[src/rtl/ibex_icache_fetch_pkg.sv]
// Shared types and constants for the icache line fetcher.
//   fetch_state_e : fetcher FSM states (also exported on the debug port)
//   BUS_W         : instruction bus data width in bits
//   BUS_BYTES     : bytes per bus word
package ibex_icache_fetch_pkg;

    typedef enum logic [1:0] {
        IDLE  = 2'd0,
        ISSUE = 2'd1,
        DRAIN = 2'd2,
        ABORT = 2'd3
    } fetch_state_e;

    localparam int BUS_W     = 32;
    localparam int BUS_BYTES = 4;

endpackage

[src/rtl/ibex_icache_line_fetcher.sv]
// Line fetcher: the initiator side of the icache instruction-memory bus.
// Accepts one line-fill command, issues one request per word while keeping at
// most NumOutstanding granted-but-unanswered requests, collects the in-order
// responses into a line buffer and pulses fill_done_o with an error flag.
//
// Handshakes:
//   fill command : accepted in a cycle where fill_req_i && fill_ready_o.
//   bus request  : mem_req_o/mem_addr_o are raised from a register and held
//                  unchanged until mem_gnt_i (transfer) or mem_pmp_err_i
//                  (request ends without transfer); never retracted.
//   bus response : mem_rvalid_i returns one word per earlier grant, in order;
//                  mem_rdata_i/mem_err_i are only meaningful with it.
//
// Ports:
//   clk, rst_n          clock, asynchronous active-low reset
//   fill_req_i/addr_i   fill command and line address (offset bits ignored)
//   fill_ready_o        fetcher idle, command will be accepted
//   fill_abort_i        cancel the running fill, no completion is reported
//   fill_done_o         one-cycle completion pulse
//   fill_err_o          any word faulted (valid with fill_done_o)
//   fill_data_o         line buffer, word 0 in the LSBs
//   mem_*               instruction bus (req/gnt/addr, pmp_err, rvalid/rdata/err)
//   dbg_state_o         current FSM state
module ibex_icache_line_fetcher
    import ibex_icache_fetch_pkg::*;
#(
    parameter int LineWords      = 4,
    parameter int NumOutstanding = 2
) (
    input  logic                         clk,
    input  logic                         rst_n,
    input  logic                         fill_req_i,
    input  logic [31:0]                  fill_addr_i,
    output logic                         fill_ready_o,
    input  logic                         fill_abort_i,
    output logic                         fill_done_o,
    output logic                         fill_err_o,
    output logic [BUS_W*LineWords-1:0]   fill_data_o,
    output logic                         mem_req_o,
    output logic [31:0]                  mem_addr_o,
    input  logic                         mem_gnt_i,
    input  logic                         mem_pmp_err_i,
    input  logic                         mem_rvalid_i,
    input  logic [BUS_W-1:0]             mem_rdata_i,
    input  logic                         mem_err_i,
    output fetch_state_e                 dbg_state_o
);

    localparam int IdxW = $clog2(LineWords) + 1;
    localparam int CntW = $clog2(NumOutstanding + 1);
    localparam int OffW = $clog2(LineWords * BUS_BYTES);

    fetch_state_e     r_state, w_state_next;
    logic [31:0]      r_base;
    logic [IdxW-1:0]  r_issue_idx, r_rsp_idx, w_issue_idx_next;
    logic [CntW-1:0]  r_outstanding, w_out_next;
    logic             r_err, r_req, r_done, r_out_en;
    logic [BUS_W-1:0] r_line [LineWords];

    logic w_ready, w_accept, w_grant, w_pmp, w_rsp, w_rsp_err;
    logic w_req_hold, w_room, w_stop, w_req_next, w_quiet, w_done_next;
    logic w_unused_addr;

    // Offset bits inside the line are intentionally ignored.
    assign w_unused_addr = ^fill_addr_i[OffW-1:0];

    // r_out_en keeps fill_ready_o low while reset is applied and for the first
    // cycle after release, so every output reads 0 during reset.
    assign w_ready    = r_out_en && (r_state == IDLE);
    assign w_accept   = fill_req_i && w_ready;
    // pmp_err ends the request without a transfer, even if gnt is also high.
    assign w_grant    = r_req && mem_gnt_i && !mem_pmp_err_i;
    assign w_pmp      = r_req && mem_pmp_err_i;
    assign w_rsp      = mem_rvalid_i && (r_outstanding != '0);
    assign w_rsp_err  = w_rsp && mem_err_i;
    assign w_req_hold = r_req && !mem_gnt_i && !mem_pmp_err_i;

    assign w_issue_idx_next = r_issue_idx + (w_grant ? IdxW'(1) : '0);

    always_comb begin
        w_out_next = r_outstanding;
        case ({w_grant, w_rsp})
            2'b10:   w_out_next = r_outstanding + CntW'(1);
            2'b01:   w_out_next = r_outstanding - CntW'(1);
            default: w_out_next = r_outstanding;
        endcase
    end

    assign w_room = (w_issue_idx_next < IdxW'(LineWords)) &&
                    (w_out_next < CntW'(NumOutstanding));
    assign w_stop = w_pmp || w_rsp_err || (w_issue_idx_next == IdxW'(LineWords));

    // Next request: a raised request is always held until it ends; a new one
    // is only raised while issuing normally and there is room for it.
    always_comb begin
        w_req_next = w_req_hold;
        if (w_accept) begin
            w_req_next = 1'b1;
        end else if (r_state == ISSUE && !fill_abort_i && !w_stop) begin
            w_req_next = w_req_hold || w_room;
        end
    end

    // Nothing left on the bus after this edge.
    assign w_quiet = (w_out_next == '0) && !w_req_next;

    // FSM: state register.
    always_ff @(posedge clk or negedge rst_n) begin
        if (!rst_n) begin
            r_state <= IDLE;
        end else begin
            r_state <= w_state_next;
        end
    end

    // FSM: next state. Completion is decided on the edge where the bus goes
    // quiet, so fill_done_o rises in the first cycle with nothing outstanding.
    always_comb begin
        w_state_next = r_state;
        w_done_next  = 1'b0;
        case (r_state)
            IDLE: begin
                if (w_accept) w_state_next = ISSUE;
            end
            ISSUE: begin
                if (fill_abort_i) begin
                    w_state_next = w_quiet ? IDLE : ABORT;
                end else if (w_stop) begin
                    w_state_next = w_quiet ? IDLE : DRAIN;
                    w_done_next  = w_quiet;
                end
            end
            DRAIN: begin
                if (fill_abort_i) begin
                    w_state_next = w_quiet ? IDLE : ABORT;
                end else if (w_quiet) begin
                    w_state_next = IDLE;
                    w_done_next  = 1'b1;
                end
            end
            ABORT: begin
                if (w_quiet) w_state_next = IDLE;
            end
            default: w_state_next = IDLE;
        endcase
    end

    // Datapath registers.
    always_ff @(posedge clk or negedge rst_n) begin
        if (!rst_n) begin
            r_base        <= '0;
            r_issue_idx   <= '0;
            r_rsp_idx     <= '0;
            r_outstanding <= '0;
            r_err         <= 1'b0;
            r_req         <= 1'b0;
            r_done        <= 1'b0;
            r_out_en      <= 1'b0;
            for (int i = 0; i < LineWords; i++) r_line[i] <= '0;
        end else begin
            r_out_en      <= 1'b1;
            r_req         <= w_req_next;
            r_done        <= w_done_next;
            r_outstanding <= w_out_next;
            if (w_accept) begin
                r_base      <= {fill_addr_i[31:OffW], {OffW{1'b0}}};
                r_issue_idx <= '0;
                r_rsp_idx   <= '0;
                r_err       <= 1'b0;
                // Words that are never fetched read back as 0.
                for (int i = 0; i < LineWords; i++) r_line[i] <= '0;
            end else begin
                r_issue_idx <= w_issue_idx_next;
                if (w_rsp) r_rsp_idx <= r_rsp_idx + IdxW'(1);
                if (w_pmp || w_rsp_err) r_err <= 1'b1;
                // Responses drained during an abort are discarded.
                if (w_rsp && r_state != ABORT && r_rsp_idx < IdxW'(LineWords)) begin
                    r_line[r_rsp_idx[IdxW-2:0]] <= mem_rdata_i;
                end
            end
        end
    end

    // FSM: outputs.
    always_comb begin
        fill_ready_o = w_ready;
        fill_done_o  = r_done;
        fill_err_o   = r_done && r_err;
        mem_req_o    = r_req;
        mem_addr_o   = '0;
        if (r_req) mem_addr_o = r_base + (32'(r_issue_idx) << 2);
        fill_data_o  = '0;
        for (int i = 0; i < LineWords; i++) fill_data_o[i*BUS_W +: BUS_W] = r_line[i];
        dbg_state_o  = r_state;
    end

    a_rvalid_outstanding: assert property (@(posedge clk) disable iff (!rst_n)
        mem_rvalid_i |-> (r_outstanding != '0));
    a_req_stable: assert property (@(posedge clk) disable iff (!rst_n)
        (r_req && !mem_gnt_i && !mem_pmp_err_i) |=> (r_req && $stable(mem_addr_o)));
    a_issue_bound: assert property (@(posedge clk) disable iff (!rst_n)
        r_issue_idx <= IdxW'(LineWords));

endmodule

[config.mk]
export PLATFORM = sky130hd
export DESIGN_NAME = ibex_icache_line_fetcher
export DESIGN_NICKNAME = d
export VERILOG_FILES = /design/src/rtl/ibex_icache_fetch_pkg.sv /design/src/rtl/ibex_icache_line_fetcher.sv
export SDC_FILE = /design/constraint.sdc
export NUM_CORES = 1
export LEC_CHECK = 0
export BUFFER_PORTS_ARGS = -buffer_cell sky130_fd_sc_hd__buf_2
export CORE_MARGIN = 4
export CORE_UTILIZATION = 57
export CTS_BUF_LIST = sky130_fd_sc_hd__clkbuf_2
export DETAILED_ROUTE_END_ITERATION = 7
export PLACE_DENSITY = 0.9
export SYNTH_ARGS = -nofsm -noshare
export SYNTH_HDL_FRONTEND = slang
export SYNTH_SLANG_ARGS = --single-unit
[constraint.sdc]
create_clock -name clk -period 5.39 [get_ports clk]
set_clock_uncertainty 0.1 [all_clocks]
set_input_delay 0.2695 -clock clk [delete_from_list [all_inputs] [get_ports clk]]
set_output_delay 0.2695 -clock clk [all_outputs]
set_load 0.02 [all_outputs]
==> results of run 1 <==
cells by family (layout without fill, tap and decap cells):
logic type / count (synthesis) / in the layout
AND/OR/NAND/NOR: 454 / 454
flip-flops: 170 / 170
AO/OA/AOI/OAI: 152 / 152
buffers and inverters: 66 / 356
XOR/XNOR: 26 / 26
adder cells (fa/ha/maj): 14 / 14
other: 2 / 3
multiplexers: 1 / 1
timing repair:
item / CTS / global route
hold buffers: 70 / 0
buffers inserted: 0 / 0
hold endpoints to repair: 234 / 0
synthesized netlist by cell type, drive strengths merged:
| cell | n |
|---|---|
| o21ai | 9 |
| conb | 2 |
| nand4 | 3 |
| mux2 | 1 |
| clkbuf | 33 |
| or3 | 6 |
| xor2 | 15 |
| or2 | 3 |
| ha | 14 |
| and3 | 3 |
| nor4b | 1 |
| nor4 | 8 |
| a21oi | 133 |
| o21a | 2 |
| o221a | 1 |
| nand3 | 10 |
| nand2 | 356 |
| and4 | 4 |
| nand2b | 4 |
| a32oi | 1 |
| buf | 22 |
| a211oi | 1 |
| nor2b | 3 |
| nor3b | 2 |
| nor4bb | 2 |
| nor2 | 6 |
| dfrtp | 170 |
| nor3 | 11 |
| inv | 11 |
| a21boi | 4 |
| xnor2 | 11 |
| a22oi | 1 |
| and2 | 32 |
final cells by class:
type,count,area share (%)
Sequential cell,170,42.82
Inverter,11,0.4156
Clock buffer,20,1.008
Multi-Input combinational cell,650,32.71
Timing Repair Buffer,313,19.84
Clock inverter,12,0.9950
Tap cell,176,2.217
how the worst max path moves through the flow:
stage | to | slack (ps) | cells past startpoint
2_1_floorplan | dbg_state_o[0] | 2730 | 9
3_3_place_gp | dbg_state_o[0] | 2220 | 9
3_5_place_dp | dbg_state_o[0] | 2150 | 9
4_1_cts | fill_done_o | 1950 | 8
5_1_grt | fill_done_o | 1600 | 8
6_report | fill_done_o | 1930 | 8
per-layer routing:
| metal | track usage, % | routed length (µm) | up-vias |
|---|---|---|---|
| met5 | 0 | 0 | - |
| met4 | 16.38 | 1111 | 0 |
| met3 | 8.705 | 1793 | 95 |
| met2 | 50.16 | 11870 | 355 |
| met1 | 35.39 | 8603 | 3586 |
| li1 | - | - | 3411 |
metrics by stage:
stage	utilization, %	cells	instance area (µm²)	hold slack [ps]
detailed placement	67.82	1250	9017	231.9
floorplan	-	886	7779	-126.1
global route	74.72	1352	9935	3.933
finish	74.72	1352	9935	73.31
global placement	67.82	1250	9017	234.7
CTS	74.72	1352	9935	11.73
worst reg2reg max path, stage by stage (launching register included):
cell	delay, ps
dfrtp_1	970
nand2b_1	150
or2_2	330
ha_1	360
nor3_1	290
nor4b_2	110
or2_4	280
nor4_2	270
dlygate4sd3_1	580
power groups by stage:
| stage | combinational (mW) | clock (mW) | sequential, mW |
|---|---|---|---|
| after floorplan | 1.09 | 0 | 2.56 |
| after global placement | 2.24 | 0 | 2.14 |
| after detailed placement | 2.31 | 0 | 2.17 |
| after CTS | 2.36 | 0.622 | 2.14 |
| after global routing | 2.60 | 0.674 | 2.22 |
| final | 2.38 | 0.605 | 2.16 |
state kept, by name (all words and copies together) (netlist names):
signal         flops
dbg_state_o        2
r_rsp_idx          3
r_issue_idx        3
r_err              1
r_out_en           1
r_outstanding      2
r_base            28
fill_data_o      128
fill_done_o        1
mem_req_o          1
==> flow_summary.toml, run 1 <==
[clock_network]
cts.sinks = 170
cts_tree = "done"
htreeDepth = 4
cts_resized = 0
clockBufferDepth = 2
cts_buffers = 17
clk_pin_slew_ps = 250
clock_latency_ps = 740
clock-root-buffer = "clkbuf_2"

[logic_synthesis]
yosys-mux-area-fraction_pct = 0.1931
syn_area_um2 = 7775
syn-mean-instance-area_um2 = 8.785
synth.area.top_cells = "dfrtp_1 55%, nand2_1 17%, a21oi_1 8.6%, and2_1 2.6%, ha_1 2.3%"
yosys.area.top_type = "dfrtp_1"
synth_cell_type_count = 43
netlist_instances = 885
synth-compound-area-share_pct = 10.56
yosysWarningCount = 0
yosys.area_share.simple_pct = 25.57
yosysTopAreaCellShare_pct = 54.72
synthAdderAreaFrac_pct = 2.253
ys_seq_area_share_pct = 54.72
ys_seq_elements = 170
synth_xor_area_share_pct = 2.929
synth_top_family_by_area = "simple AND/OR/NAND/NOR gates"

[floorplan]
io_pins = 238
die_area_um2 = 15570
die_w_um = 124.8
die_h_um = 124.8
initial_core_util_pct = 58.48
rows = 42
coreArea_um2 = 13300

[critical_path]
cp.arrival_ps = 4070
cpPeakStageDelay_ps = 970
crit_type = "reg -> reg"
crit_chain = "nand2b_1 > or2_2 > ha_1 > nor3_1 > nor4b_2 > or2_4 > nor4_2 > dlygate4sd3_1"
startpoint = "mem_req_o"
required_ps = 6000
cpLargestDelayFamily = "simple AND/OR/NAND/NOR gates"
reg2reg_slack_ps = 1930
critical_path.endpoint_type = "register"
r2r_end = "fill_done_o"
timing.rr.start = "mem_req_o"
cp-start-kind = "register"
slowest_stage = "dfrtp_1"
worstRegToRegCells = 8
critPathMaxFanout = 33
cp_num_buf_inv = 1

[detailed_routing]
drc = 0
wl_um = 23370
vias = 7447
post_drt_wl_per_cell_um = 17.29
first_iter_violations = 794
postRouteAntennaNets = 0
dr.pass1.iters = 5
vias_per_cell = 5.508

[power_and_ir_drop]
peakVddDrop_v = 0.0004157
p_per_area_nw_per_um2 = 517.5
p_leak_nw = 5.137
seq_power_share_pct = 42.0
netSwitchingFraction_pct = 45.96
power_frac_clock_pct = 11.8
power_mw = 5.141
p_switching_mw = 2.363
pwr-share-comb_pct = 46.3
internal_power_mw = 2.778

[timing]
fin_crit_sh_pct = 64.26
fmax_mhz = 288.7
maxSlewViolCount = 0
setup_viol = 0
fin_setup_tns_ps = 0
worst_slew_pin_slew_ps = 930.3
rsz0062_at_grt = "no"
worst_slack_ps = 1927
hold_viol_final = 0
min_period_ps = 3463
maxSlewHeadroom_pct = 37.83

[global_routing]
grt_pass1_wl_um = 38060
grt_overflow = 0
antenna_found_initial = 0
grt_max_degree = 73
first_global_vias = 7581
grt.total_usage_pct = 30.22

[layout]
seq_area_um2 = 4254
final_common_cell = "nand2_1"
final_nets = 1249
antenna_cells = 0
fillers = 917
final_cell_mix = "356 x nand2_1, 230 x buf_2, 170 x dfrtp_1, 133 x a21oi_1, 69 x dlygate4sd3_1"
multi_input_area_um2 = 3249
drive_gt1_share_pct = 24.83
syn_to_final_growth_pct = 27.78

[placement]
place_ws_ps = 2153
dp_hpwl_um = 14660
gp_congestion = 0.8777
portBuffers = 231

[status]
outcome = "finished clean"

[flow_run]
maxCapViolCount = 0

[min_path]
whs_path_depth = 4
hold_start = "mem_pmp_err_i"
hold_class = "in -> reg"
min_to = "mem_req_o"
(Power assumes the default switching activity.)
==> run 2, diff against run 1 <==
--- a/config.mk
+++ b/config.mk
@@ -7,10 +7,10 @@
 export LEC_CHECK = 0
 export BUFFER_PORTS_ARGS = -buffer_cell sky130_fd_sc_hd__buf_2
 export CORE_MARGIN = 4
-export CORE_UTILIZATION = 57
+export CORE_UTILIZATION = 48
 export CTS_BUF_LIST = sky130_fd_sc_hd__clkbuf_2
 export DETAILED_ROUTE_END_ITERATION = 7
-export PLACE_DENSITY = 0.9
+export PLACE_DENSITY = 0.81
 export SYNTH_ARGS = -nofsm -noshare
 export SYNTH_HDL_FRONTEND = slang
 export SYNTH_SLANG_ARGS = --single-unit
==> constraint.sdc (replaced) <==
create_clock -name clk -period 2.9 [get_ports clk]
set_clock_uncertainty 0.1 [all_clocks]
set_input_delay 0.145 -clock clk [delete_from_list [all_inputs] [get_ports clk]]
set_output_delay 0.145 -clock clk [all_outputs]
set_load 0.02 [all_outputs]
==> run 2 against run 1 <==
The run now ends with negative setup slack left. Sequential power is 86% higher. Worst setup slack lost 2000 ps. Global-route usage is 2.5 points lower. Die area rose by 18%. Utilization down 4.4 points. First-iteration DRC count down 20%. Clock-buffer cell count is 2 lower. Cell area increased by 12%. Critical path depth is 2 lower. Combinational power up 120%. Non-clock buffer count up 83. Via count increased by 7.5%. Critical endpoint is now mem_addr_o[31]. Highest routed layer unchanged.
==> flow_summary.toml, run 2 (synthesis gave the netlist of run 1 again) <==
[clock_network]
htreeDepth = 4
clock_latency_ps = 700
cts.sinks = 170
clock-root-buffer = "clkbuf_2"
clockBufferDepth = 2
cts_buffers = 17
cts_tree = "done"
clk_pin_slew_ps = 260

[global_routing]
antenna_found_initial = 1
first_global_vias = 7899
grt_max_degree = 70
grt_pass1_wl_um = 40150
grt.total_usage_pct = 27.70
grt_overflow = 0

[status]
violations = "negative setup slack"
outcome = "complete, but fails checks"

[critical_path]
crit_chain = "and4_4 > nand3_4 > nor4_4 > xor2_1 > and2_1 > buf_2"
critPathMaxFanout = 8
timing.rr.start = "mem_req_o"
cpPeakStageDelay_ps = 490
reg2reg_slack_ps = 110
required_ps = 2650
r2r_end = "fill_done_o"
slowest_stage = "dfrtp_1"
crit_type = "reg -> out"
cp-start-kind = "register"
startpoint = "r_base[11]"
cp.arrival_ps = 2700
worstRegToRegCells = 10
critPathCapture = "mem_addr_o[31]"
critical_path.endpoint_type = "output pin"

[timing]
min_period_ps = 2950
maxSlewViolCount = 0
setup_viol = 1
fmax_mhz = 339.0
hold_viol_final = 0
rsz0062_at_grt = "yes"
worst_slack_ps = -49.63
fin_setup_tns_ps = -49.63
fin_crit_sh_pct = 101.7

[power_and_ir_drop]
power_mw = 10.67
p_leak_nw = 5.650
peakVddDrop_v = 0.0005497
p_per_area_nw_per_um2 = 955.4

[layout]
final_common_cell = "nand2_1"
drive_gt1_share_pct = 28.02
syn_to_final_growth_pct = 43.68
fillers = 1127
seq_area_um2 = 4264
multi_input_area_um2 = 3455
final_nets = 1333
largest_reg_flops = 128
final_cell_mix = "356 x nand2_1, 222 x buf_2, 162 x dfrtp_1, 133 x a21oi_1, 129 x dlygate4sd3_1"

[detailed_routing]
wl_um = 26900
post_drt_wl_per_cell_um = 18.21
first_iter_violations = 632
vias = 8008
vias_per_cell = 5.422
drc = 0
postRouteAntennaNets = 0
dr.pass1.iters = 8

[placement]
gp_congestion = 0.8617
place_ws_ps = 303.3
portBuffers = 231
dp_hpwl_um = 14470

[floorplan]
io_pins = 238
die_w_um = 135.3
die_area_um2 = 18300
initial_core_util_pct = 48.94
rows = 46
coreArea_um2 = 15890
die_h_um = 135.3

[flow_run]
maxCapViolCount = 0

[min_path]
hold_class = "in -> reg"
-- run 2: changes by cell type in the layout (fill, tap and decap cells not counted), moves of 4 or more --
cell / delta
a21boi_0: -4
and4_1: -4
buf_12: +4
buf_2: -8
buf_4: +19
buf_6: +7
clkinv_2: -4
dfrtp_1: -8
dfrtp_2: +8
dlygate4sd3_1: +60
nor3_1: -5
nor3_2: +5
nor4_1: -4
-- run 2: stage by stage --
stage,area (µm²),util [%],hold WS [ps],std cells
after CTS,10870,68.42,13.90,1461
after detailed placement,9148,57.59,122.7,1294
after global routing,11170,70.32,3.313,1477
final,11170,70.32,95.64,1477
after global placement,9148,57.59,118.3,1294
after floorplan,7779,-,-250.6,886
-- run 2: worst min-delay path by stage --
stage          depth (start not counted)             from  slack, ps                to
2_1_floorplan                          0            rst_n       -250    dbg_state_o[0]
3_3_place_gp                           1            rst_n        120   fill_data_o[55]
3_5_place_dp                           1            rst_n        120  fill_data_o[119]
4_1_cts                                4   mem_rdata_i[3]         10   fill_data_o[35]
5_1_grt                                4   mem_rdata_i[3]          3   fill_data_o[35]
6_report                               4  mem_rdata_i[25]        100  fill_data_o[121]
-- run 2: timing repair --
item | CTS | global route
setup endpoints to repair | 13 | 32
cloned | 0 | 1
pin swaps | 5 | 13
hold buffers | 130 | 0
endpoints found under the hold margin | 338 | 0
gates resized for setup | 19 | 49
setup buffers | 5 | 14
-- run 2: final cells by class --
class	count	area share (%)
tap	216	2.419
sequential	170	38.17
multi-input combinational	651	30.93
timing repair buffer	396	25.43
inverter	11	0.3696
clock inverter	14	1.859
antenna	1	0.02240
clock buffer	18	0.8065
-- run 2: power by group --
group	switching, mW	total (mW)	internal [mW]
combinational	3.15	5.18	2.03
clock	0.881	1.47	0.592
sequential	0.728	4.02	3.29
-- run 2: critical path: cells and delay by family (launching register included) --
family | cells | cell delay (ps)
flops | 1 | 490
buf+inv | 1 | 180
simple gates | 4 | 1100
xor+xnor | 1 | 230
-- run 2: layer usage --
metal / GRT usage (%) / wire length [µm] / up-vias
met2: 46.32 / 13360 / 449
met3: 7.244 / 2239 / 123
met4: 14.00 / 1449 / 0
li1: - / - / 3583
met1: 33.13 / 9845 / 3853
met5: 0 / 0 / -
==> run 3, diff against run 2 <==
--- a/config.mk
+++ b/config.mk
@@ -6,11 +6,13 @@
 export NUM_CORES = 1
 export LEC_CHECK = 0
 export BUFFER_PORTS_ARGS = -buffer_cell sky130_fd_sc_hd__buf_2
+export CORE_ASPECT_RATIO = 0.8
 export CORE_MARGIN = 4
 export CORE_UTILIZATION = 48
 export CTS_BUF_LIST = sky130_fd_sc_hd__clkbuf_2
 export DETAILED_ROUTE_END_ITERATION = 7
 export PLACE_DENSITY = 0.81
+export RECOVER_POWER = 100
 export SYNTH_ARGS = -nofsm -noshare
 export SYNTH_HDL_FRONTEND = slang
 export SYNTH_SLANG_ARGS = --single-unit
==> run 3 against run 2 <==
The flow finishes with violations (max-capacitance violations, max-slew violations, negative setup slack). First-iteration DRC count grew 50%. Combinational power is essentially flat. Utilization grew 2.0 points. Worst setup slack lost 150 ps. Total power shrank 0.98%. Sequential share of layout area shrank 0.99 points. Clock-buffer cell count is the same. Final cell count grew 2.9%. Sequential power grew 2%. Non-clock buffer count grew 41. Via count grew 6.8%. Flip-flop and latch count is the same. Critical path type unchanged. Largest power group unchanged.
==> flow_summary.toml, run 3 (synthesis gave the netlist of run 1 again) <==
[layout]
final_cell_mix = "356 x nand2_1, 162 x dfrtp_1, 153 x dlygate4sd3_1, 133 x a21oi_1, 132 x clkbuf_1"
layoutNonFillerInstCount = 1520
largest_reg_flops = 128
final_nets = 1377
fillers = 1135
syn_to_final_growth_pct = 47.49
drive_gt1_share_pct = 18.40
final_common_cell = "nand2_1"

[critical_path]
cp-start-kind = "register"
cpPeakStageDelay_ps = 590
cp.arrival_ps = 2850
reg2reg_slack_ps = 0
r2r_end = "r_base[19]"
critical_path.endpoint_type = "output pin"
timing.rr.start = "dbg_state_o[1]"
critPathMaxFanout = 5
crit_type = "reg -> out"
crit_chain = "ha_4 > and4_4 > nand4_4 > or3_4 > a21boi_4 > buf_6"
required_ps = 2650
slowest_stage = "dfrtp_1"
worstRegToRegCells = 6

[timing]
worst_slack_ps = -196.3
maxSlewViolCount = 86
setup_viol = 8
min_period_ps = 3096
fmax_mhz = 323.0
rsz0062_at_grt = "yes"
holdWs_ps = 97.57
fin_setup_tns_ps = -494.6
worst_slew_pin_slew_ps = 2142
fin_crit_sh_pct = 106.8
hold_viol_final = 0
maxSlewHeadroom_pct = -42.83

[clock_network]
clock_latency_ps = 730
clk_pin_slew_ps = 250
cts_buffers = 17
clock-root-buffer = "clkbuf_2"
htreeDepth = 4
clockBufferDepth = 2
cts.sinks = 170
cts_tree = "done"

[power_and_ir_drop]
peakVddDrop_v = 0.0004891
p_per_area_nw_per_um2 = 921.6
p_leak_nw = 5.319

[flow_run]
maxCapViolCount = 1

[detailed_routing]
drc = 0
vias_per_cell = 5.624
first_iter_violations = 945
wl_um = 30430
dr.pass1.iters = 7
post_drt_wl_per_cell_um = 20.02
vias = 8549
postRouteAntennaNets = 0

[placement]
portBuffers = 231
post-place-cells = 1294
gp_congestion = 0.8580
dp_hpwl_um = 14530

[min_path]
whs_path_depth = 4
hold_class = "in -> reg"
min_to = "fill_data_o[69]"
hold_start = "mem_rdata_i[5]"

[floorplan]
die_h_um = 121.8
io_pins = 238
coreArea_um2 = 15850
die_w_um = 150.3
initial_core_util_pct = 49.05
die_area_um2 = 18310
rows = 41

[status]
outcome = "complete, but fails checks"
violations = "max-capacitance violations, max-slew violations, negative setup slack"

[global_routing]
grt_overflow = 0
antenna_found_initial = 1
grt.total_usage_pct = 29.78
first_global_vias = 8128
grt_max_degree = 86
grt_pass1_wl_um = 42880
run 3: cell count changes in the layout (fill, tap and decap cells not counted), moves of 5 or more:
cell,delta
buf_2,-137
buf_4,+10
nor3_4,+5
dlygate4sd3_1,+24
clkbuf_1,+132
buf_6,+9
run 3: how the worst max path moves through the flow:
stage / from / to / slack [ps] / cells past startpoint
detailed placement: mem_pmp_err_i / dbg_state_o[0] / 310 / 10
global placement: mem_pmp_err_i / dbg_state_o[0] / 370 / 10
finish: r_base[5] / mem_addr_o[22] / -200 / 6
floorplan: mem_req_o / dbg_state_o[0] / 240 / 9
CTS: r_base[4] / mem_addr_o[22] / -40 / 7
global route: r_base[4] / mem_addr_o[22] / -370 / 7
run 3: metal layers:
metal / routed length [µm] / track usage (%) / vias to the layer above
met2: 14340 / 49.06 / 591
met1: 11000 / 36.12 / 4079
li1: - / - / 3694
met4: 2000 / 13.43 / 0
met5: 0 / 0 / -
met3: 3101 / 9.111 / 185
run 3: stage by stage:
step	power [mW]	worst slack, ps	instance area, µm²	util (%)
after floorplan	6.775	243.7	7779	-
after CTS	10.03	-36.75	10980	69.24
final	10.57	-196.3	11470	72.34
after detailed placement	8.389	309.4	9179	57.91
after global routing	11.19	-368.3	11470	72.34
after global placement	8.240	370.7	9179	57.91
run 3: worst max-delay path, delay by kind of cell, from the launching register on:
kind | cells | cell delay, ps
fa+ha+maj | 1 | 190
buf+inv | 1 | 170
simple gates | 3 | 860
compound gates | 1 | 300
flops | 1 | 590
run 3: power breakdown:
group	switching, mW	internal [mW]
clock	0.879	0.402
sequential	0.804	3.29
combinational	3.31	1.88
total	4.99	5.58
run 3: timing repair:
item                                   in CTS  in global routing
setup buffers                               6                 29
pin swaps                                   7                 22
setup endpoints to repair                  18                 40
cloned                                      1                  3
gates resized for setup                    23                 77
hold buffers                              141                 14
endpoints found under the hold margin     336                 30
run 3: layout make-up:
cell class	instances	area, µm²	share of cell area [%]
Antenna cell	1	2.502	0.02182
Clock buffer	18	90.09	0.7856
Clock inverter	14	145.1	1.266
Inverter	11	41.29	0.3601
Multi-Input combinational cell	654	3558	31.03
Sequential cell	170	4264	37.19
Tap cell	215	269.0	2.346
Timing Repair Buffer	437	3097	27.01
